<file path="config.mk">
export PLATFORM = sky130hd
export DESIGN_NAME = imem_loader
export DESIGN_NICKNAME = d
export VERILOG_FILES = /design/src/rtl/imem_loader.sv
export SDC_FILE = /design/constraint.sdc
export NUM_CORES = 1
export LEC_CHECK = 0
export CAP_MARGIN = 20
export CORE_AREA = 2 2 103 105
export DETAILED_ROUTE_END_ITERATION = 10
export DIE_AREA = 0 0 105 107
export GPL_ROUTABILITY_DRIVEN = 1
export HOLD_SLACK_MARGIN = 0.08
export PLACE_DENSITY = 0.84
export SETUP_SLACK_MARGIN = 0.2
export SYNTH_ARGS = -nofsm -noshare
export SYNTH_HDL_FRONTEND = slang
export SYNTH_SLANG_ARGS = --single-unit
</file>
<file path="constraint.sdc">
create_clock -name clk -period 9.55 [get_ports clk]
set_input_delay 1.91 -clock clk [delete_from_list [all_inputs] [get_ports clk]]
set_output_delay 1.91 -clock clk [all_outputs]
set_load 0.1 [all_outputs]
</file>
<file path="src/rtl/imem_loader.sv">
// Boot loader: takes a framed byte stream (16-bit LE word count, payload, XOR checksum),
// writes little-endian words into instruction memory and holds the CPU until a frame verifies.
module imem_loader #(
  parameter int unsigned DEPTH_BYTES = 128,
  parameter int unsigned BASE_ADDR   = 0
) (
  input  logic        clk,
  input  logic        reset,
  input  logic        in_valid,
  input  logic [7:0]  in_data,
  output logic        in_ready,
  input  logic        rearm,
  output logic        wr_en,
  output logic [31:0] wr_addr,
  output logic [31:0] wr_data,
  output logic        cpu_hold,
  output logic        done,
  output logic        load_ok,
  output logic        err_chk,
  output logic        err_ovf
);

  localparam logic [2:0] S_LEN0 = 3'd0;
  localparam logic [2:0] S_LEN1 = 3'd1;
  localparam logic [2:0] S_LOAD = 3'd2;
  localparam logic [2:0] S_CHK  = 3'd3;
  localparam logic [2:0] S_DONE = 3'd4;
  localparam logic [2:0] S_ERR  = 3'd5;

  localparam logic [31:0] MAX_WORDS = 32'(DEPTH_BYTES / 4);
  localparam logic [31:0] BASE      = 32'(BASE_ADDR);

  logic [2:0]  state;
  logic [15:0] n;
  logic [15:0] k;
  logic [1:0]  lane;
  logic [23:0] part;
  logic [7:0]  xor_acc;

  logic        take;
  logic [15:0] k_next;
  logic        ovf_now;

  assign take    = in_valid & in_ready;
  assign k_next  = k + 16'd1;
  assign ovf_now = ({16'd0, k} >= MAX_WORDS);

  always_ff @(posedge clk or posedge reset) begin
    if (reset) begin
      state    <= S_LEN0;
      in_ready <= 1'b0;
      wr_en    <= 1'b0;
      wr_addr  <= 32'd0;
      wr_data  <= 32'd0;
      cpu_hold <= 1'b1;
      done     <= 1'b0;
      load_ok  <= 1'b0;
      err_chk  <= 1'b0;
      err_ovf  <= 1'b0;
      n        <= 16'd0;
      k        <= 16'd0;
      lane     <= 2'd0;
      part     <= 24'd0;
      xor_acc  <= 8'd0;
    end else begin
      wr_en <= 1'b0;
      case (state)
        S_LEN0: begin
          in_ready <= 1'b1;
          if (take) begin
            n[7:0]  <= in_data;
            xor_acc <= xor_acc ^ in_data;
            state   <= S_LEN1;
          end
        end
        S_LEN1: begin
          if (take) begin
            n[15:8] <= in_data;
            xor_acc <= xor_acc ^ in_data;
            state   <= ({in_data, n[7:0]} == 16'd0) ? S_CHK : S_LOAD;
          end
        end
        S_LOAD: begin
          if (take) begin
            xor_acc <= xor_acc ^ in_data;
            lane    <= lane + 2'd1;
            case (lane)
              2'd0: part[7:0]   <= in_data;
              2'd1: part[15:8]  <= in_data;
              2'd2: part[23:16] <= in_data;
              default: begin
                // Words past the memory end are dropped but still counted so framing stays aligned.
                if (!ovf_now) begin
                  wr_en   <= 1'b1;
                  wr_addr <= BASE + {14'd0, k, 2'b00};
                  wr_data <= {in_data, part};
                end else begin
                  err_ovf <= 1'b1;
                end
                k <= k_next;
                if (k_next == n) state <= S_CHK;
              end
            endcase
          end
        end
        S_CHK: begin
          if (take) begin
            in_ready <= 1'b0;
            done     <= 1'b1;
            if (in_data == xor_acc && !err_ovf) begin
              state    <= S_DONE;
              load_ok  <= 1'b1;
              cpu_hold <= 1'b0;
            end else begin
              state   <= S_ERR;
              err_chk <= (in_data != xor_acc);
            end
          end
        end
        S_DONE, S_ERR: begin
          if (rearm) begin
            state    <= S_LEN0;
            in_ready <= 1'b1;
            cpu_hold <= 1'b1;
            done     <= 1'b0;
            load_ok  <= 1'b0;
            err_chk  <= 1'b0;
            err_ovf  <= 1'b0;
            n        <= 16'd0;
            k        <= 16'd0;
            lane     <= 2'd0;
            xor_acc  <= 8'd0;
          end
        end
        default: begin
          state    <= S_LEN0;
          in_ready <= 1'b0;
        end
      endcase
    end
  end

endmodule

</file>
==> results.yml, run 1 <==
outcome:
  status: "complete, no violations"
critical_path:
  arrival_ps: 2180
  end_kind: "output port"
  r2r_cells: 5
  worst_path_max_delay_cell: "clkdlybuf4s50_1"
  r2r_end: "wr_data[24]"
  worstPathMaxFanout: 2
  worstPathRequired_ps: 7640
  slowest_delay_ps: 1130
  critPathTopFamily: "buffers and inverters"
  r2r_slack_ps: 7020
  crit_chain: "clkdlybuf4s50_1"
  r2r_start: "state[1]"
  critPathBufInv: 1
  cp-start-kind: "flop"
  crit_type: "reg2out"
synthesis:
  synth_seq_cells: 124
  synth_cell_type_count: 47
  synth_top_cells_by_count: "dfrtp_1 (123), mux2_2 (61), nand2_1 (53), o21ai_0 (49), clkbuf_1 (27)"
  synth_top_area_share_pct: 52.3
  synth-edff-count: 0
  avgSynthCellArea_um2: 10.8
  syn-cell-area_um2: 5880
  async_reset_ff_share_pct: 100
  synth.most_common_cell: "dfrtp_1"
  synth_area_leaders: "dfrtp_1 (52%), mux2_2 (12%), o21ai_0 (4.2%), nand2_1 (3.4%), nor2b_1 (2.4%)"
  ys.flop_type: "dfrtp_1"
  yosysWarnings: 0
  yosysSeqAreaShare_pct: 52.8
  synth.largest_area_cell: "dfrtp_1"
  syn_inst: 545
cts:
  cts.repair.resized: 0
  cts_setup_buffers: 0
  cts_tree: "built"
  htree_levels: 4
  cts_made_buffers: 17
  cts_root_buf: "clkbuf_8"
  cts_hold_buf: 0
  clkTransAtPathRegs_ps: 60
  insertion_delay_ps: 530
  clock-sinks: 124
  cts.path.max_buffers: 2
global_routing:
  grt_usage_pct: 27.1
  grt_overflow: 0
  grt_max_degree: 78
  grt_first_pass_wirelength_um: 23700
  antenna_found_initial: 0
  grt_pass1_vias: 4635
sta:
  worst_clock_skew_ps: 10.2
  period_share_pct: 42.8
  hold_violations: 0
  max_freq_mhz: 244
  rsz0062_at_grt: "no"
  post-route-min-period_ps: 4090
  drv_slew: 0
  tightestPinTransition_ps: 1030
  finalSetupViolations: 0
  fin_tns_setup_ps: 0
  setup_slack_ps: 5460
  timing.slew.headroom_pct: 31.0
finish:
  fillCellCount: 709
  diodes: 0
  area_delta_synth_final_pct: 21.0
  nets: 615
  drive_gt1_share_pct: 16.9
routing:
  drt-pass1-iter-count: 5
  drtIter0Drc: 328
  vias_per_cell: 5.98
  vias: 4461
  drt_wl_total_um: 14300
  drc: 0
  wire_per_inst_um: 19.1
  ant_nets: 0
power_and_ir_drop:
  power_frac_clock_pct: 30.2
  irDropWorstVdd_uv: 204
  p_seq_share_pct: 37.4
  comb_power_share_pct: 32.4
  leakagePower_nw: 3.20
  finalPower_mw: 2.09
  p_sw_mw: 0.831
  internal_power_mw: 1.26
  powerDensity_nw_per_um2: 294
  switching_share_pct: 39.8
floorplan:
  die_y_um: 107
  initial_core_util_pct: 58.3
  core.rowCount: 37
  dieArea_um2: 11200
  core_region_area_um2: 10100
  dieWidth_um: 105
  io_pins: 83
placement:
  port-buffer-count: 66
  hpwl_um: 9400
  place_congestion: 0.937
  pre_cts_ws_ps: 5210
hold_path:
  hold_class: "reg2reg"
  hold_end: "done"
  hold_depth: 2
  min_from: "done"
job:
  maxCapViolCount: 0
## power groups by stage
| stage | Clock, mW | Sequential (mW) | Combinational [mW] |
|---|---|---|---|
| floorplan | 0 | 0.919 | 0.369 |
| global placement | 0 | 0.774 | 0.646 |
| detailed placement | 0 | 0.783 | 0.667 |
| CTS | 0.633 | 0.780 | 0.676 |
| global route | 0.656 | 0.801 | 0.727 |
| finish | 0.630 | 0.782 | 0.677 |
## cell type report
type,count,area (um2),area share (%)
clock inverters,15,161,2.27
multi-input cells,377,2550,35.8
repair buffers,69,683,9.60
inverters,8,32.5,0.457
well taps,136,170,2.39
clock buffers,17,414,5.82
flip-flops and latches,124,3100,43.6
## registers in the layout (all words and copies together) (netlist names)
name	count
wr_addr	16
lane	2
cpu_hold	1
xor_acc	8
err_chk	1
err_ovf	1
n	16
wr_data	32
load_ok	1
part	24
done	1
k	16
wr_en	1
in_ready	1
state	3
## per-layer routing
layer	GRT usage, %	share of wire [%]	up-vias
met1	33.8	40	2210
met3	9.18	7.9	43
met4	10.5	2.6	0
met5	0	0	-
li1	-	-	2002
met2	44.0	49	206
## worst max-delay path by stage
stage                     startpoint  endpoint  slack [ps]  cells past startpoint
final                       cpu_hold  cpu_hold        5460                      1
after detailed placement  in_data[4]  state[0]        5210                      7
after floorplan                reset      done        4340                      1
after global routing        cpu_hold  cpu_hold        5410                      1
after CTS                   cpu_hold  cpu_hold        5450                      1
after global placement    in_data[4]  state[0]        5240                      7
## cell usage in the layout (no fill, tap or decap), types with 7 or more instances in the layout
cell	instances
xnor2_1	16
a21oi_1	15
dfrtp_1	123
nand2_1	53
nand3_1	13
conb_1	16
clkbuf_16	16
a22o_1	8
nor4_1	11
clkdlybuf4s50_1	66
nand4_1	10
o21ai_0	49
nor2b_1	23
nor2_1	21
mux2_2	61
xor2_1	11
inv_1	7
## logic make-up after synthesis
family | count (synthesis) | synth area share [%]
AO/OA/AOI/OAI | 100 | 10.4
other | 1 | 0.0638
adder cells (fa/ha/maj) | 6 | 1.28
buffers and inverters | 59 | 4.96
multiplexers | 64 | 12.2
XOR/XNOR | 27 | 4.02
AND/OR/NAND/NOR | 164 | 14.3
flip-flops | 124 | 52.8
## through the flow
step,utilization (%),hold slack [ps],cell area (um2),std cells
global route,70.5,526,7120,746
detailed placement,64.8,477,6540,714
floorplan,-,464,5940,560
CTS,70.5,488,7120,746
finish,70.5,482,7120,746
global placement,64.8,468,6540,714
No activity file was read; power rests on OpenSTA's default activity.
==> inputs of run 2 (changes only) <==
- CORE_AREA: 2 2 103 105 -> 2 2 107 109
- DIE_AREA: 0 0 105 107 -> 0 0 109 111
- PLACE_DENSITY: 0.84 -> 0.79
- clock period: 9.55 -> 3.86 ns (I/O delays scaled with it)
==> results.yml, run 2 (synthesis gave the netlist of run 1 again) <==
outcome:
  status: "complete, no violations"
sta:
  setup_slack_ps: 1030
  worst_clock_skew_ps: 6.53
  hold_violations: 0
  finalSetupViolations: 0
  drv_slew: 0
  max_freq_mhz: 353
  timing.slew.headroom_pct: 30.9
  tightestPinTransition_ps: 1030
  fin_tns_setup_ps: 0
  rsz0062_at_grt: "no"
  hold_slack_ps: 484
  post-route-min-period_ps: 2830
  period_share_pct: 73.3
cts:
  cts_hold_buf: 0
  insertion_delay_ps: 410
  cts_made_buffers: 17
  htree_levels: 4
  cts_root_buf: "clkbuf_16"
  cts_setup_buffers: 0
  clkTransAtPathRegs_ps: 50
  cts.path.max_buffers: 2
  cts_tree: "built"
  clock-sinks: 124
  cts.repair.resized: 0
routing:
  ant_nets: 0
  wire_per_inst_um: 18.8
  drt-pass1-iter-count: 5
  drtIter0Drc: 343
  drt_wl_total_um: 14200
  vias: 4360
  drc: 0
  vias_per_cell: 5.78
placement:
  pre_cts_ws_ps: 785
  place_congestion: 0.892
  port-buffer-count: 66
  hpwl_um: 9280
  placed_cell_area_um2: 6580
finish:
  area_delta_synth_final_pct: 22.1
  final_common_cell: "dfrtp_1"
  diodes: 0
  fillCellCount: 811
  top_regs: "wr_data: 32 flops, part: 24 flops"
  fin_area_um2: 7180
  drive_gt1_share_pct: 16.9
  ff_latch_area_um2: 3100
  largest_reg_flops: 32
  largest-register: "wr_data"
  multi_input_area_um2: 2550
  nets: 617
  final_cell_mix: "dfrtp_1 (123), clkdlybuf4s50_1 (66), mux2_2 (61)"
critical_path:
  slowest_delay_ps: 1130
  crit_chain: "clkdlybuf4s50_1"
  critPathTopFamily: "buffers and inverters"
  cp-start-kind: "flop"
  worstPathRequired_ps: 3090
  critPathBufInv: 1
  worst_path_max_delay_cell: "clkdlybuf4s50_1"
  arrival_ps: 2060
  r2r_start: "k[5]"
  crit_start: "cpu_hold"
  worstPathMaxFanout: 2
  end_kind: "output port"
  crit_type: "reg2out"
floorplan:
  initial_core_util_pct: 53.1
  core_region_area_um2: 11100
  io_pins: 83
  dieArea_um2: 12100
  core.rowCount: 39
  die_y_um: 111
  dieWidth_um: 109
power_and_ir_drop:
  switching_share_pct: 38.4
  finalPower_mw: 5.24
  power_frac_clock_pct: 31.0
  internal_power_mw: 3.23
  p_sw_mw: 2.01
  irDropWorstVdd_uv: 416
  leakagePower_nw: 3.23
  p_seq_share_pct: 36.9
  powerDensity_nw_per_um2: 729
  comb_power_share_pct: 32.1
global_routing:
  grt_max_degree: 125
  grt_first_pass_wirelength_um: 23400
  grt_usage_pct: 25.2
  antenna_found_initial: 0
  grt_pass1_vias: 4520
  grt_overflow: 0
hold_path:
  hold_class: "reg2reg"
  min_from: "done"
job:
  maxCapViolCount: 0
-- run 2: changes by cell type in the layout (fill, tap and decap cells not counted), sizes merged --
cell	before	now
inv	13	10
bufinv	2	3
buf	3	5
clkinvlp	4	2
clkinv	4	5
clkbuf	17	19
-- run 2: cell type report --
type	count	share of cell area, %
Clock inverter	12	2.28
Timing Repair Buffer	71	9.89
Inverter	8	0.470
Tap cell	143	2.49
Multi-Input combinational cell	377	35.5
Clock buffer	19	6.17
Sequential cell	124	43.2
-- run 2: path summary, 6_finish.rpt --
kind	end	slack, ps	depth (start not counted)
setup reg to reg	state[0]	1270	6
hold reg to reg	done	480	2
min in group asynchronous	wr_addr[10]	880	3
setup / recovery	cpu_hold	1030	1
max in group asynchronous	n[13]	2470	3
hold / removal	done	480	2
-- run 2: power by group through the flow --
stage	Sequential [mW]	Clock (mW)	Combinational [mW]
floorplan	2.27	0	0.912
global placement	1.92	0	1.61
detailed placement	1.94	0	1.65
CTS	1.93	1.64	1.68
global route	1.97	1.71	1.81
finish	1.93	1.62	1.68
-- run 2: stage by stage --
step | utilization [%] | cells
floorplan | - | 560
global route | 64.9 | 754
detailed placement | 59.4 | 723
finish | 64.9 | 754
global placement | 59.4 | 723
CTS | 64.9 | 754
-- run 2: routing by layer --
layer  track usage [%]  routed length (um)
met1              32.9                5880
met2              40.0                7040
met3              7.82                 917
met4              8.38                 340
met5                 0                   0
==> inputs of run 3 (changes only) <==
- CORE_AREA: 2 2 107 109 -> 2 2 113 115
- DIE_AREA: 0 0 109 111 -> 0 0 115 117
- PLACE_DENSITY: 0.79 -> 0.75
- clock period: 3.86 -> 2.5 ns (I/O delays scaled with it)
==> results.yml, run 3 (synthesis gave the netlist of run 1 again) <==
finish:
  multi_input_area_um2: 2580
  fillCellCount: 999
  area_delta_synth_final_pct: 24.8
  final_common_cell: "dfrtp_1"
  top_regs: "wr_data: 32 flops, part: 24 flops"
  ff_latch_area_um2: 3110
  final_cells: 792
  fin_area_um2: 7340
  final_cell_mix: "dfrtp_1 (121), buf_4 (89), mux2_2 (61)"
  diodes: 0
  largest_reg_flops: 32
  drive_gt1_share_pct: 30.1
  nets: 649
  largest-register: "wr_data"
sta:
  max_freq_mhz: 436
  period_share_pct: 91.7
  hold_slack_ps: 493
  worst_clock_skew_ps: 10.1
  fin_tns_setup_ps: 0
  finalSetupViolations: 0
  post-route-min-period_ps: 2290
  timing.slew.headroom_pct: 63.3
  rsz0062_at_grt: "yes"
  tightestPinTransition_ps: 550
  hold_violations: 0
  drv_slew: 0
  setup_slack_ps: 206
placement:
  place_congestion: 0.918
  port-buffer-count: 66
  placed_cell_area_um2: 6720
  dp_cells: 762
  pre_cts_ws_ps: -263
  hpwl_um: 9800
floorplan:
  core_region_area_um2: 12300
  initial_core_util_pct: 47.8
  dieWidth_um: 115
  io_pins: 83
  core.rowCount: 41
  die_y_um: 117
  dieArea_um2: 13500
power_and_ir_drop:
  irDropWorstVdd_uv: 487
  power_frac_clock_pct: 31.0
  p_sw_mw: 3.04
  comb_power_share_pct: 32.8
  leakagePower_nw: 3.49
  powerDensity_nw_per_um2: 1110
  p_seq_share_pct: 36.2
  switching_share_pct: 37.3
  internal_power_mw: 5.11
critical_path:
  crit_type: "in2reg"
  end_kind: "flop"
  worstPathMaxFanout: 3
  arrival_ps: 2620
  worstPathRequired_ps: 2820
  cp-start-kind: "input port"
routing:
  drc: 0
  drt_wl_total_um: 14200
  drt-pass1-iter-count: 7
  wire_per_inst_um: 17.9
  vias_per_cell: 5.59
  ant_nets: 0
  vias: 4428
  drtIter0Drc: 236
cts:
  cts_hold_buf: 0
  cts_root_buf: "clkbuf_16"
  cts_tree: "built"
  cts_made_buffers: 17
  cts_setup_buffers: 0
  htree_levels: 4
  clkTransAtPathRegs_ps: 50
  insertion_delay_ps: 410
  cts.path.max_buffers: 2
  clock-sinks: 124
global_routing:
  grt_first_pass_wirelength_um: 23100
  grt_usage_pct: 22.3
  grt_overflow: 0
  grt_max_degree: 75
  grt_pass1_vias: 4523
  antenna_found_initial: 0
hold_path:
  hold_class: "reg2reg"
job:
  maxCapViolCount: 0
outcome:
  status: "complete, no violations"
## run 3: cell types whose count changed in the layout (fill, tap and decap cells not counted), sizes merged
cell           delta
bufinv            +1
inv               -3
clkbuf            +4
dlygate4sd2       +2
clkinvlp          +1
clkdlybuf4s50    -57
buf              +87
clkinv            -4
## run 3: repair_timing
item	4_1_cts	5_1_grt
resized for setup	4	5
pin swaps	0	0
setup endpoints to repair	1	6
## run 3: power groups by stage
stage / clock network, mW / logic, mW / registers (mW)
4_1_cts: 2.54 / 2.67 / 2.94
5_1_grt: 2.65 / 2.88 / 3.02
3_5_place_dp: 0 / 2.64 / 2.96
6_report: 2.52 / 2.68 / 2.95
2_1_floorplan: 0 / 1.41 / 3.51
3_3_place_gp: 0 / 2.58 / 2.93
## run 3: layout make-up
cell class	count	share of cell area [%]
flip-flops and latches	124	42.3
clock inverters	7	1.91
clock buffers	23	6.24
inverters	8	0.460
multi-input cells	377	35.2
well taps	150	2.56
repair buffers	103	11.4
## run 3: worst max-delay path, cell delays in order
cell and delay (ps):
clkdlybuf4s50_1 520, nor4_2 320, nand4_1 160, o41ai_2 260
a22oi_2 150, or4_1 550, o21ai_1 160
## run 3: routing by layer
metal	global-route usage (%)	part of all wire (%)	vias up	wire, um
met4	10.5	2.8	0	402
met2	36.1	49	145	6990
met1	27.3	42	2202	5950
li1	-	-	2051	-
met5	0	0	-	0
met3	7.21	6.1	30	862
## run 3: worst paths after layout
| kind | startpoint | endpoint | slack (ps) | depth (start not counted) |
|---|---|---|---|---|
| setup / recovery | in_data[5] | state[0] | 210 | 7 |
| hold / removal | cpu_hold | cpu_hold | 490 | 2 |
| setup reg to reg | n[2] | state[0] | 250 | 6 |
| hold reg to reg | cpu_hold | cpu_hold | 490 | 2 |
| max in group asynchronous | reset | k[0] | 1580 | 3 |
| min in group asynchronous | reset | part[1] | 550 | 3 |
## run 3: metrics by stage
step / total power [mW] / utilization (%)
floorplan: 4.92 / -
global placement: 5.51 / 54.5
detailed placement: 5.60 / 54.5
CTS: 8.16 / 59.5
global route: 8.55 / 59.6
finish: 8.15 / 59.6
